File: src/rtl/decode_ctrl_pipe.sv
// decode_ctrl_pipe: registered SimpleRISC control decode with a one-entry
// valid/ready output register, a multi-cycle execute stall counter and a
// branch flush.
//
// Handshake: a transfer happens on a rising edge where valid and ready are
// both 1 in the same cycle. The producer holds inst steady while in_valid is
// high and in_ready is low. This stage holds ctrl and is_illegal steady while
// out_valid is high and out_ready is low. flush overrides both transfers for
// the cycle in which it is asserted.
module decode_ctrl_pipe #(
  parameter int INST_W  = 32,
  parameter int MUL_LAT = 3,
  parameter int DIV_LAT = 8
) (
  input  logic              clk,
  input  logic              rst_n,
  input  logic              in_valid,
  output logic              in_ready,
  input  logic [INST_W-1:0] inst,
  input  logic              flush,
  output logic              out_valid,
  input  logic              out_ready,
  output logic [21:0]       ctrl,
  output logic              is_illegal,
  output logic              busy
);

  // Bit positions inside the ctrl bundle.
  localparam int B_ST   = 0;
  localparam int B_LD   = 1;
  localparam int B_BEQ  = 2;
  localparam int B_BGT  = 3;
  localparam int B_RET  = 4;
  localparam int B_IMM  = 5;
  localparam int B_WB   = 6;
  localparam int B_UBR  = 7;
  localparam int B_CALL = 8;
  localparam int B_ADD  = 9;
  localparam int B_SUB  = 10;
  localparam int B_CMP  = 11;
  localparam int B_MUL  = 12;
  localparam int B_DIV  = 13;
  localparam int B_MOD  = 14;
  localparam int B_LSL  = 15;
  localparam int B_LSR  = 16;
  localparam int B_ASR  = 17;
  localparam int B_OR   = 18;
  localparam int B_AND  = 19;
  localparam int B_NOT  = 20;
  localparam int B_MOV  = 21;

  // The counter only has to hold LAT-1 of the longer operation.
  localparam int MAX_LAT = (MUL_LAT > DIV_LAT) ? MUL_LAT : DIV_LAT;
  localparam int CNT_W   = (MAX_LAT > 1) ? $clog2(MAX_LAT) : 1;
  localparam logic [CNT_W-1:0] MUL_RELOAD = CNT_W'(MUL_LAT - 1);
  localparam logic [CNT_W-1:0] DIV_RELOAD = CNT_W'(DIV_LAT - 1);

  logic [4:0]       op;
  logic             imm;
  logic [21:0]      ctrl_d, ctrl_q;
  logic             illegal_d, illegal_q;
  logic             valid_d, valid_q;
  logic [CNT_W-1:0] busy_cnt_d, busy_cnt_q;
  logic             accept, consume;
  logic             unused_inst_bits;

  assign op  = inst[INST_W-1 -: 5];
  assign imm = inst[INST_W-6];
  // Operand fields are decoded downstream, not here.
  assign unused_inst_bits = ^inst[INST_W-7:0];

  assign in_ready = !flush && (busy_cnt_q == '0) && (!valid_q || out_ready);
  assign accept   = in_valid && in_ready;
  assign consume  = valid_q && out_ready && !flush;

  // Combinational decode of the incoming opcode into the control bundle.
  always_comb begin
    ctrl_d    = '0;
    illegal_d = 1'b0;
    case (op)
      5'd0:  ctrl_d[B_ADD]  = 1'b1;
      5'd1:  ctrl_d[B_SUB]  = 1'b1;
      5'd2:  ctrl_d[B_MUL]  = 1'b1;
      5'd3:  ctrl_d[B_DIV]  = 1'b1;
      5'd4:  ctrl_d[B_MOD]  = 1'b1;
      5'd5:  ctrl_d[B_CMP]  = 1'b1;
      5'd6:  ctrl_d[B_AND]  = 1'b1;
      5'd7:  ctrl_d[B_OR]   = 1'b1;
      5'd8:  ctrl_d[B_NOT]  = 1'b1;
      5'd9:  ctrl_d[B_MOV]  = 1'b1;
      5'd10: ctrl_d[B_LSL]  = 1'b1;
      5'd11: ctrl_d[B_LSR]  = 1'b1;
      5'd12: ctrl_d[B_ASR]  = 1'b1;
      5'd13: ctrl_d         = '0;
      5'd14: ctrl_d[B_LD]   = 1'b1;
      5'd15: ctrl_d[B_ST]   = 1'b1;
      5'd16: ctrl_d[B_BEQ]  = 1'b1;
      5'd17: ctrl_d[B_BGT]  = 1'b1;
      5'd18: ctrl_d[B_UBR]  = 1'b1;
      5'd19: begin
        ctrl_d[B_CALL] = 1'b1;
        ctrl_d[B_UBR]  = 1'b1;
      end
      5'd20: begin
        ctrl_d[B_RET] = 1'b1;
        ctrl_d[B_UBR] = 1'b1;
      end
      default: illegal_d = 1'b1;
    endcase
    // Immediate form exists for ALU ops, ld and st only.
    if ((op <= 5'd12) || (op == 5'd14) || (op == 5'd15)) begin
      ctrl_d[B_IMM] = imm;
    end
    // Register writeback: ALU ops except cmp, plus ld and call (link).
    if (((op <= 5'd12) && (op != 5'd5)) || (op == 5'd14) || (op == 5'd19)) begin
      ctrl_d[B_WB] = 1'b1;
    end
  end

  // Next state of the output register and the execute stall counter.
  always_comb begin
    valid_d = valid_q;
    if (flush) begin
      valid_d = 1'b0;
    end else if (accept) begin
      valid_d = 1'b1;
    end else if (consume) begin
      valid_d = 1'b0;
    end

    busy_cnt_d = busy_cnt_q;
    if (consume && ctrl_q[B_MUL]) begin
      busy_cnt_d = MUL_RELOAD;
    end else if (consume && (ctrl_q[B_DIV] || ctrl_q[B_MOD])) begin
      busy_cnt_d = DIV_RELOAD;
    end else if (busy_cnt_q != '0) begin
      busy_cnt_d = busy_cnt_q - 1'b1;
    end
  end

  // Valid flag and stall counter; reset clears both immediately.
  always_ff @(posedge clk or negedge rst_n) begin
    if (!rst_n) begin
      valid_q    <= 1'b0;
      busy_cnt_q <= '0;
    end else begin
      valid_q    <= valid_d;
      busy_cnt_q <= busy_cnt_d;
    end
  end

  // Payload register loads only on accept and otherwise holds.
  always_ff @(posedge clk or negedge rst_n) begin
    if (!rst_n) begin
      ctrl_q    <= '0;
      illegal_q <= 1'b0;
    end else if (accept) begin
      ctrl_q    <= ctrl_d;
      illegal_q <= illegal_d;
    end
  end

  assign out_valid  = valid_q;
  assign ctrl       = ctrl_q;
  assign is_illegal = illegal_q;
  assign busy       = (busy_cnt_q != '0);

endmodule

File: config.mk
export PLATFORM = sky130hd
export DESIGN_NAME = decode_ctrl_pipe
export DESIGN_NICKNAME = d
export VERILOG_FILES = /design/src/rtl/decode_ctrl_pipe.sv
export SDC_FILE = /design/constraint.sdc
export NUM_CORES = 1
export LEC_CHECK = 0
export BUFFER_PORTS_ARGS = -buffer_cell sky130_fd_sc_hd__buf_2
export CAP_MARGIN = 20
export CORE_ASPECT_RATIO = 1.2
export CORE_MARGIN = 4
export CORE_UTILIZATION = 30
export CTS_BUF_LIST = sky130_fd_sc_hd__clkbuf_16
export DETAILED_ROUTE_END_ITERATION = 16
export PLACE_DENSITY = 0.66
export SYNTH_ARGS = -nofsm -noshare
export SYNTH_HDL_FRONTEND = slang
export SYNTH_SLANG_ARGS = --single-unit
File: constraint.sdc
create_clock -name clk -period 1.7 [get_ports clk]
set_input_delay 0.085 -clock clk [delete_from_list [all_inputs] [get_ports clk]]
set_output_delay 0.085 -clock clk [all_outputs]
set_load 0.005 [all_outputs]
After elaboration in Yosys (flattened, before gate mapping)
Index checks and enable logic that the tools add are counted.
{"block": "classes", "addsub": 1, "n_reduce_logical": 23, "order_cmp": 1, "n_shift": 0, "mul": 0, "n_eq_ne": 21, "div": 0, "bitwise_logic": 0, "muxes": 29}
{"op": "equality test 5 x 4 -> 1 bit (second input constant)", "count": 8}
{"op": "2-to-1 mux 1 bit", "count": 26}
{"op": "equality test 5 bit (second input constant)", "count": 5}
{"op": "OR reduction 21 bit", "count": 1}
{"op": "equality test 5 x 3 -> 1 bit (second input constant)", "count": 4}
{"op": "equality test 5 x 2 -> 1 bit (second input constant)", "count": 2}
{"op": "2-to-1 mux 3 bit", "count": 3}
{"op": "nonzero test 3 bit", "count": 3}
{"op": "logical AND 1 bit", "count": 8}
{"op": "logical OR 1 bit", "count": 6}
{"op": "equality test 5 x 1 -> 1 bit (second input constant)", "count": 1}
{"op": "<= comparator 5 x 4 -> 1 bit (second input constant)", "count": 1}
{"op": "logical NOT 5 bit", "count": 1}
{"op": "!= test 5 x 3 -> 1 bit (second input constant)", "count": 1}
{"op": "logical NOT 3 bit", "count": 1}
{"op": "OR reduction 3 bit", "count": 1}
{"op": "subtractor 3 x 1 -> 3 bit (second input constant)", "count": 1}
{"op": "logical NOT 1 bit", "count": 2}
{"block": "totals", "out_inout_bits": 26, "mem_bits_ro": 0, "mem_count": 0, "input_bits": 37, "latch_bits": 0, "reg_bits": 27, "mem_bits_rw": 0}

Depth between registers and ports, before layout
Gate-level depths: netlist of run 1.
{"block": "logic_depth", "ltp_word": 6, "depth_mapped": 7, "ltp_nobuf": 6}

Worst setup path after synthesis of run 1
Ideal clock, no wire load.
{"block": "synth_path", "path_kind": "register -> register", "from": "register busy_cnt_q[0]", "to": "register ctrl_q[0], in the netlist ctrl[0]", "path_stages_with_launch": 8, "setup_slack_ps": -59, "required_ps": 1575, "t_arrival_ps": 1635, "setup_ps": 125, "period_less_slack_ps": 1759, "n_path_buf": 1, "cell_sequence": "dfrtp_1 -> inv_1 -> ha_1 -> nor2b_4 -> inv_2 -> nor4_4 -> buf_6 -> mux2_2"}
{"block": "synth_between", "elab_chain_cells": 4}
{"element": "from (decl)", "line": "63", "source": "logic [CNT_W-1:0] busy_cnt_d, busy_cnt_q;"}
{"element": "from (signal assigned)", "line": "148", "source": "busy_cnt_q <= busy_cnt_d;"}
{"element": "logical NOT 3 bit", "line": "72", "source": "assign in_ready = !flush && (busy_cnt_q == '0) && (!valid_q || out_ready);"}
{"element": "logical AND 1 bit (2 in series)", "line": "72"}
{"element": "logical AND 1 bit", "line": "73", "source": "assign accept = in_valid && in_ready;"}
{"element": "to (signal assigned)", "line": "158", "source": "ctrl_q <= ctrl_d;"}
{"element": "to (decl)", "line": "60", "source": "logic [21:0] ctrl_d, ctrl_q;"}
No other way between the ends.
A chain may end at the register's enable or synchronous reset.

Final worst setup path of run 1
{"block": "layout_path", "from": "register busy_cnt_q[0]", "to": "register ctrl_q[16], in the netlist ctrl[16]"}
The elaborated chain is that of the path after synthesis.

==> run_results.csv, run 1 <==
group,metric,value,unit
status,status,"finished, final reports clean",
timing,drv_slew,0,
yosys,ys_seq_elements,27,
worst_setup_path,critical_path_class,"register to register",
clock_tree,clkTransAtPathRegs,0.06,ns
worst_setup_path,path_cells,"inv_2 -> ha_4 -> nor2b_4 -> inv_4 -> nor4_4 -> buf_4 -> clkbuf_16 -> mux2_2",
power_and_ir_drop,clkPwrFrac,0.233,
run,maxCapViolations,0,
timing,fmax,0.595,GHz
power_and_ir_drop,p_int,1.59,mW
yosys,syn_area,1370,um2
yosys,syn-num-nets,159,
finish,drive_gt1_frac,0.476,
placed_design,place_area,1640,um2
timing,rsz0062_at_grt,"yes",
detailed_routing,wl_per_cell,14.1,um
placed_design,pre_cts_slack,-0.0406,ns
detailed_routing,vias,1084,
yosys,synth-adder-area-share,0.0182,
clock_tree,cts-buffers-inserted,3,
worst_setup_path,cp-start-kind,"register",
detailed_routing,dr.pass1.iters,4,
timing,finalSetupViolCount,0,
finish,nets,206,
worst_setup_path,cp-startpoint,"busy_cnt_q[0]",
global_route,grt_pass1_vias,1096,
power_and_ir_drop,p_comb_frac,0.367,
yosys,muxShareOfSynthArea,0.194,
detailed_routing,via_per_inst,4.88,
clock_tree,cts_tree,"built",
clock_tree,cts_root_buf,"clkbuf_16",
clock_tree,clk_path_buf_depth,2,
worst_setup_path,crit_path_top_delay_cell,"dfrtp_1",
power_and_ir_drop,switchingPower,641,uW
yosys,synthXorXnorAreaFrac,0.00639,
power_and_ir_drop,swShare,0.288,
floorplan,die_y,82.1,um
finish,n_antenna_cell,0,
timing,fin_skew,0.00282,ns
placed_design,place_inst,211,
finish,final_area,1830,um2
power_and_ir_drop,ir_drop,0.375,mV
floorplan,fp.dieW,69.7,um
yosys,synth.distinct_cells,31,
detailed_routing,drc,0,
power_and_ir_drop,total_power,2.23,mW
worst_hold_path,hold_start,"flush",
floorplan,core,4330,um2
timing,fin_crit_sh,0.989,
global_route,grt.total_usage,0.109,
clock_tree,cts_num_sinks,27,
worst_setup_path,regToRegSetupSlack,0.02,ns
detailed_routing,ant_nets,0,
timing,period_needed,1.68,ns
worst_setup_path,cp.arrival,1.82,ns
worst_setup_path,endpoint_kind,"register",
floorplan,rows,26,
timing,relSlewSlack,0.600,
worst_setup_path,crit_family,"buffers and inverters",
worst_hold_path,hold_class,"input port to register",
finish,final_util,0.424,
worst_setup_path,max_stage_delay,0.37,ns
power_and_ir_drop,pwr-share-seq,0.400,
worst_setup_path,reg2reg_from,"busy_cnt_q[0]",
yosys,yosysWarnings,0,
placed_design,dp_hpwl,2150,um
floorplan,die_area,5720,um2
power_and_ir_drop,leakagePower,0.929,nW
timing,finalHoldViolations,0,
detailed_routing,wl,3130,um
placed_design,port_buffers,36,
global_route,antenna_found_initial,0,
worst_setup_path,crit_required,1.84,ns
floorplan,start_util,0.317,
power_and_ir_drop,p_per_area,1220,nW/um2
detailed_routing,drt-initial-drc-count,10,
clock_tree,clock_tree.htree_level_count,1,
yosys,synthCells,120,
placed_design,place.gp.congestion,0.769,
timing,setup_ws,0.0187,ns
timing,whs,0.135,ns
global_route,grt_overflow,0,
yosys,synth_top_family_by_area,"multiplexers",
global_route,grt_max_degree,28,
clock_tree,clk-insertion-delay-late,0.25,ns
yosys,ys_seq_area_frac,0.493,
yosys,synth-compound-area-share,0.0693,
timing,fin_setup_tns,0,ns
yosys,syn_area_per_cell,11.4,um2
finish,stdcell_count,222,
finish,syn_to_final_growth,33.7,%
timing,tightest_slew,0.600,ns
yosys,synthSimpleGateAreaFrac,0.163,
floorplan,ios,63,
worst_setup_path,crit_fanout,5,
worst_setup_path,worst-path-buf-inv,4,
global_route,grt_pass1_wl,5150,um
[power groups by stage]
stage,registers [mW],logic (mW),clock network [mW]
after global placement,0.899,0.728,0
after detailed placement,0.900,0.746,0
after global routing,0.916,0.906,0.562
after floorplan,0.905,0.429,0
after CTS,0.888,0.792,0.538
final,0.892,0.818,0.519
[registers in the layout, summed over array words and instances, names as in the netlist]
| signal | flops |
|---|---|
| ctrl | 22 |
| is_illegal | 1 |
| busy_cnt_q | 3 |
| out_valid | 1 |
[logic make-up after synthesis]
kind of cell,count (synthesis)
simple gates,37
flops,27
mux,24
buf+inv,15
compound gates,14
fa+ha+maj,2
xor+xnor,1
[worst paths after layout]
kind / end / cells after the start
max: ctrl[16] / 8
max in group asynchronous: ctrl[13] / 2
max reg2reg: ctrl[16] / 8
min in group asynchronous: ctrl[2] / 2
min: out_valid / 2
min reg2reg: ctrl[9] / 1
[cell usage after synthesis (all sizes together)]
library cell  count  area (um2)
dfrtp            27         676
mux2             21         236
nor2             14        52.6
inv               9        33.8
buf               6        42.5
a21oi             5        25.0
nor3              5        25.0
mux2i             3        30.0
nand2b            3        18.8
o41ai             3        26.3
ha                2        25.0
nand3b            2        15.0
nand4             2        12.5
nor4              2        27.5
o21ai             2        10.0
or3b              2        17.5
and2b             1        7.51
and3              1        6.26
and4              1        8.76
nand2             1        3.75
nor2b             1        13.8
nor4b             1        8.76
o2111ai           1        8.76
o21a              1        7.51
o311a             1        10.0
o31ai             1        7.51
or3               1        6.26
xnor2             1        8.76
[cells in the final DEF, fill, tap and decap left out, types with 2 or more instances in the layout]
cell       instances
nor3_1             5
nand3b_1           2
dfrtp_1           27
mux2_2            12
nand2b_1           3
clkbuf_16          4
nor2_1            14
mux2i_1            3
or3b_2             2
o41ai_1            3
buf_4              8
inv_2              2
o21ai_0            2
a21oi_1            5
inv_1              7
mux2_4             9
nand4_1            2
buf_2             36
[cell type report]
type	instances	area (um2)
tap	56	70.1
timing repair buffer	48	307
clock buffer	3	75.1
clock inverter	1	3.75
sequential	27	676
multi-input combinational	78	666
inverter	9	36.3
fill	400	2490
[worst register-to-register path: cells and delay by family, from the launching register on]
kind,cells,cell delay (ns)
buffers and inverters,4,0.44
flip-flops,1,0.37
multiplexers,1,0.32
AND/OR/NAND/NOR,2,0.30
adder cells (fa/ha/maj),1,0.13
[metal layers]
metal	wire [um]	vias up	global-route usage
li1	-	520	-
met1	1440	527	0.140
met2	1490	31	0.193
met3	135	6	0.0135
met4	58	0	0.0383
met5	0	-	0
[repair_timing]
action / CTS / global route
buffers inserted: 2 / 2
pin swaps: 1 / 0
hold endpoints to repair: 27 / 0
gates cloned: 1 / 1
setup endpoints to repair: 20 / 20
gates resized for setup: 0 / 10
hold buffers: 1 / 0
Note: power is estimated with default switching activity, not from simulation.
==> run 2, diff against run 1 <==
==> constraint.sdc (replaced) <==
create_clock -name clk -period 1.5 [get_ports clk]
set_input_delay 0.075 -clock clk [delete_from_list [all_inputs] [get_ports clk]]
set_output_delay 0.075 -clock clk [all_outputs]
set_load 0.005 [all_outputs]
==> run 2 against run 1 <==
  * The flow now finishes with violations (negative setup slack)
  * First-iteration DRC count grew 100%
  * Critical path depth is the same
  * Non-clock buffer count grew 2
  * Fmax shrank 0.25%
  * Critical endpoint is now is_illegal
  * Largest cell class is now multi-input gates
==> run_results.csv, run 2 (synthesized netlist as in run 1, its figures left out) <==
group,metric,value,unit
worst_setup_path,cpMostUsedCell,"buf_6",
placed_design,place.gp.congestion,0.759,
power_and_ir_drop,total_power,2.60,mW
power_and_ir_drop,leakagePower,0.952,nW
detailed_routing,drc,0,
run,maxCapViolations,0,
worst_hold_path,hold_class,"input port to register",
clock_tree,clk_path_buf_depth,2,
worst_setup_path,reg2reg_depth,8,
floorplan,die_y,82.1,um
finish,final_area,1900,um2
placed_design,dp_hpwl,2370,um
worst_setup_path,endpoint_kind,"register",
finish,n_antenna_cell,0,
status,violations,"negative setup slack",
timing,whs,0.131,ns
floorplan,start_util,0.317,
worst_setup_path,regToRegSetupSlack,-0.19,ns
global_route,grt_overflow,0,
finish,layout_common_cells,"36 x buf_2, 27 x dfrtp_1, 16 x mux2_4",
placed_design,place_area,1670,um2
detailed_routing,wl,3560,um
clock_tree,clk-insertion-delay-late,0.26,ns
worst_setup_path,cp-start-kind,"register",
finish,fillers,424,
timing,fin_crit_sh,1.12,
worst_setup_path,crit_family,"buffers and inverters",
timing,fmax,0.593,GHz
timing,setup_ws,-0.185,ns
detailed_routing,dr.pass1.iters,5,
timing,relSlewSlack,0.603,
clock_tree,clkTransAtPathRegs,0.07,ns
power_and_ir_drop,p_per_area,1370,nW/um2
worst_setup_path,cp.arrival,1.83,ns
timing,drv_slew,0,
finish,stdcell_count,224,
worst_setup_path,critPathCapture,"is_illegal",
detailed_routing,vias,1104,
finish,drive_gt1_frac,0.482,
finish,mostFrequentLayoutCell,"buf_2",
global_route,antenna_found_initial,0,
floorplan,ios,63,
finish,largest_register_ff_count,22,
finish,multi_input_area,692,um2
worst_setup_path,crit_required,1.65,ns
worst_setup_path,crit_path_top_delay_cell,"dfrtp_1",
global_route,grt.total_usage,0.118,
clock_tree,clock_tree.htree_level_count,1,
global_route,grt_max_degree,28,
worst_setup_path,cp.depth,8,
worst_setup_path,r2r_end,"is_illegal",
placed_design,place_inst,214,
worst_setup_path,critical_path_class,"register to register",
timing,finalSetupViolCount,23,
global_route,grt_pass1_wl,5400,um
timing,fin_setup_tns,-3.61,ns
timing,period_needed,1.69,ns
status,status,"finished, violations left",
clock_tree,cts_root_buf,"clkbuf_16",
clock_tree,cts_tree,"built",
timing,rsz0062_at_grt,"yes",
worst_setup_path,max_stage_delay,0.37,ns
power_and_ir_drop,ir_drop,0.492,mV
floorplan,core,4330,um2
timing,fin_skew,0.00469,ns
detailed_routing,wl_per_cell,15.9,um
floorplan,die_area,5720,um2
worst_hold_path,hold_start,"flush",
worst_setup_path,crit_fanout,5,
finish,nets,208,
timing,tightest_slew,0.596,ns
detailed_routing,via_per_inst,4.93,
finish,syn_to_final_growth,38.2,%
placed_design,port_buffers,36,
floorplan,fp.dieW,69.7,um
clock_tree,cts-buffers-inserted,3,
worst_setup_path,worst-path-buf-inv,4,
worst_setup_path,path_cells,"inv_2 -> ha_4 -> nor2b_4 -> inv_4 -> nor4_4 -> buf_6 -> buf_6 -> mux2_2",
detailed_routing,ant_nets,0,
global_route,grt_pass1_vias,1112,
finish,ff_latch_area,676,um2
floorplan,rows,26,
clock_tree,cts_num_sinks,27,
worst_setup_path,cp-startpoint,"busy_cnt_q[1]",
timing,finalHoldViolations,0,
worst_setup_path,reg2reg_from,"busy_cnt_q[1]",
detailed_routing,drt-initial-drc-count,20,
## run 2: cell types whose count changed in the layout (fill, tap and decap cells not counted), sizes merged
cell,change
buf,+1
clkbuf,+1
## run 2: worst min path at each step
stage,end,slack (ns),cells past startpoint
finish,out_valid,0.13,2
global route,out_valid,0.17,2
CTS,out_valid,0.13,2
detailed placement,ctrl[3],0.12,1
global placement,ctrl[3],0.11,1
floorplan,busy_cnt_q[0],-0.22,0
## run 2: where the power goes
group / leakage [nW] / switching [mW] / internal [mW]
sequential: 0.364 / 0.103 / 0.908
combinational: 0.545 / 0.417 / 0.569
clock: 0.0423 / 0.245 / 0.357
## run 2: stage by stage
| stage | worst slack, ns | utilization |
|---|---|---|
| 2_1_floorplan | -0.224 | - |
| 3_3_place_gp | -0.188 | 0.385 |
| 3_5_place_dp | -0.234 | 0.385 |
| 4_1_cts | -0.247 | 0.406 |
| 5_1_grt | -0.249 | 0.438 |
| 6_report | -0.185 | 0.438 |
## run 2: cell type report
type                            instances  area share
Timing Repair Buffer                   50       0.181
Sequential cell                        27       0.356
Clock buffer                            3      0.0396
Inverter                                9      0.0191
Clock inverter                          1     0.00198
Multi-Input combinational cell         78       0.365
Tap cell                               56      0.0370
## run 2: metal layers
layer	vias up	part of all wire	wire length (um)	GRT usage
met5	-	0	0	0
met4	0	0.019	69	0.0575
met3	5	0.044	155	0.0171
met2	31	0.49	1740	0.215
met1	546	0.45	1600	0.139
li1	522	-	-	-
## run 2: timing repair
action / 4_1_cts / 5_1_grt
pin swaps: 0 / 2
cloned: 0 / 3
hold buffers: 1 / 0
endpoints found under the hold margin: 27 / 0
setup endpoints to repair: 23 / 24
setup buffers: 0 / 2
resized for setup: 0 / 17
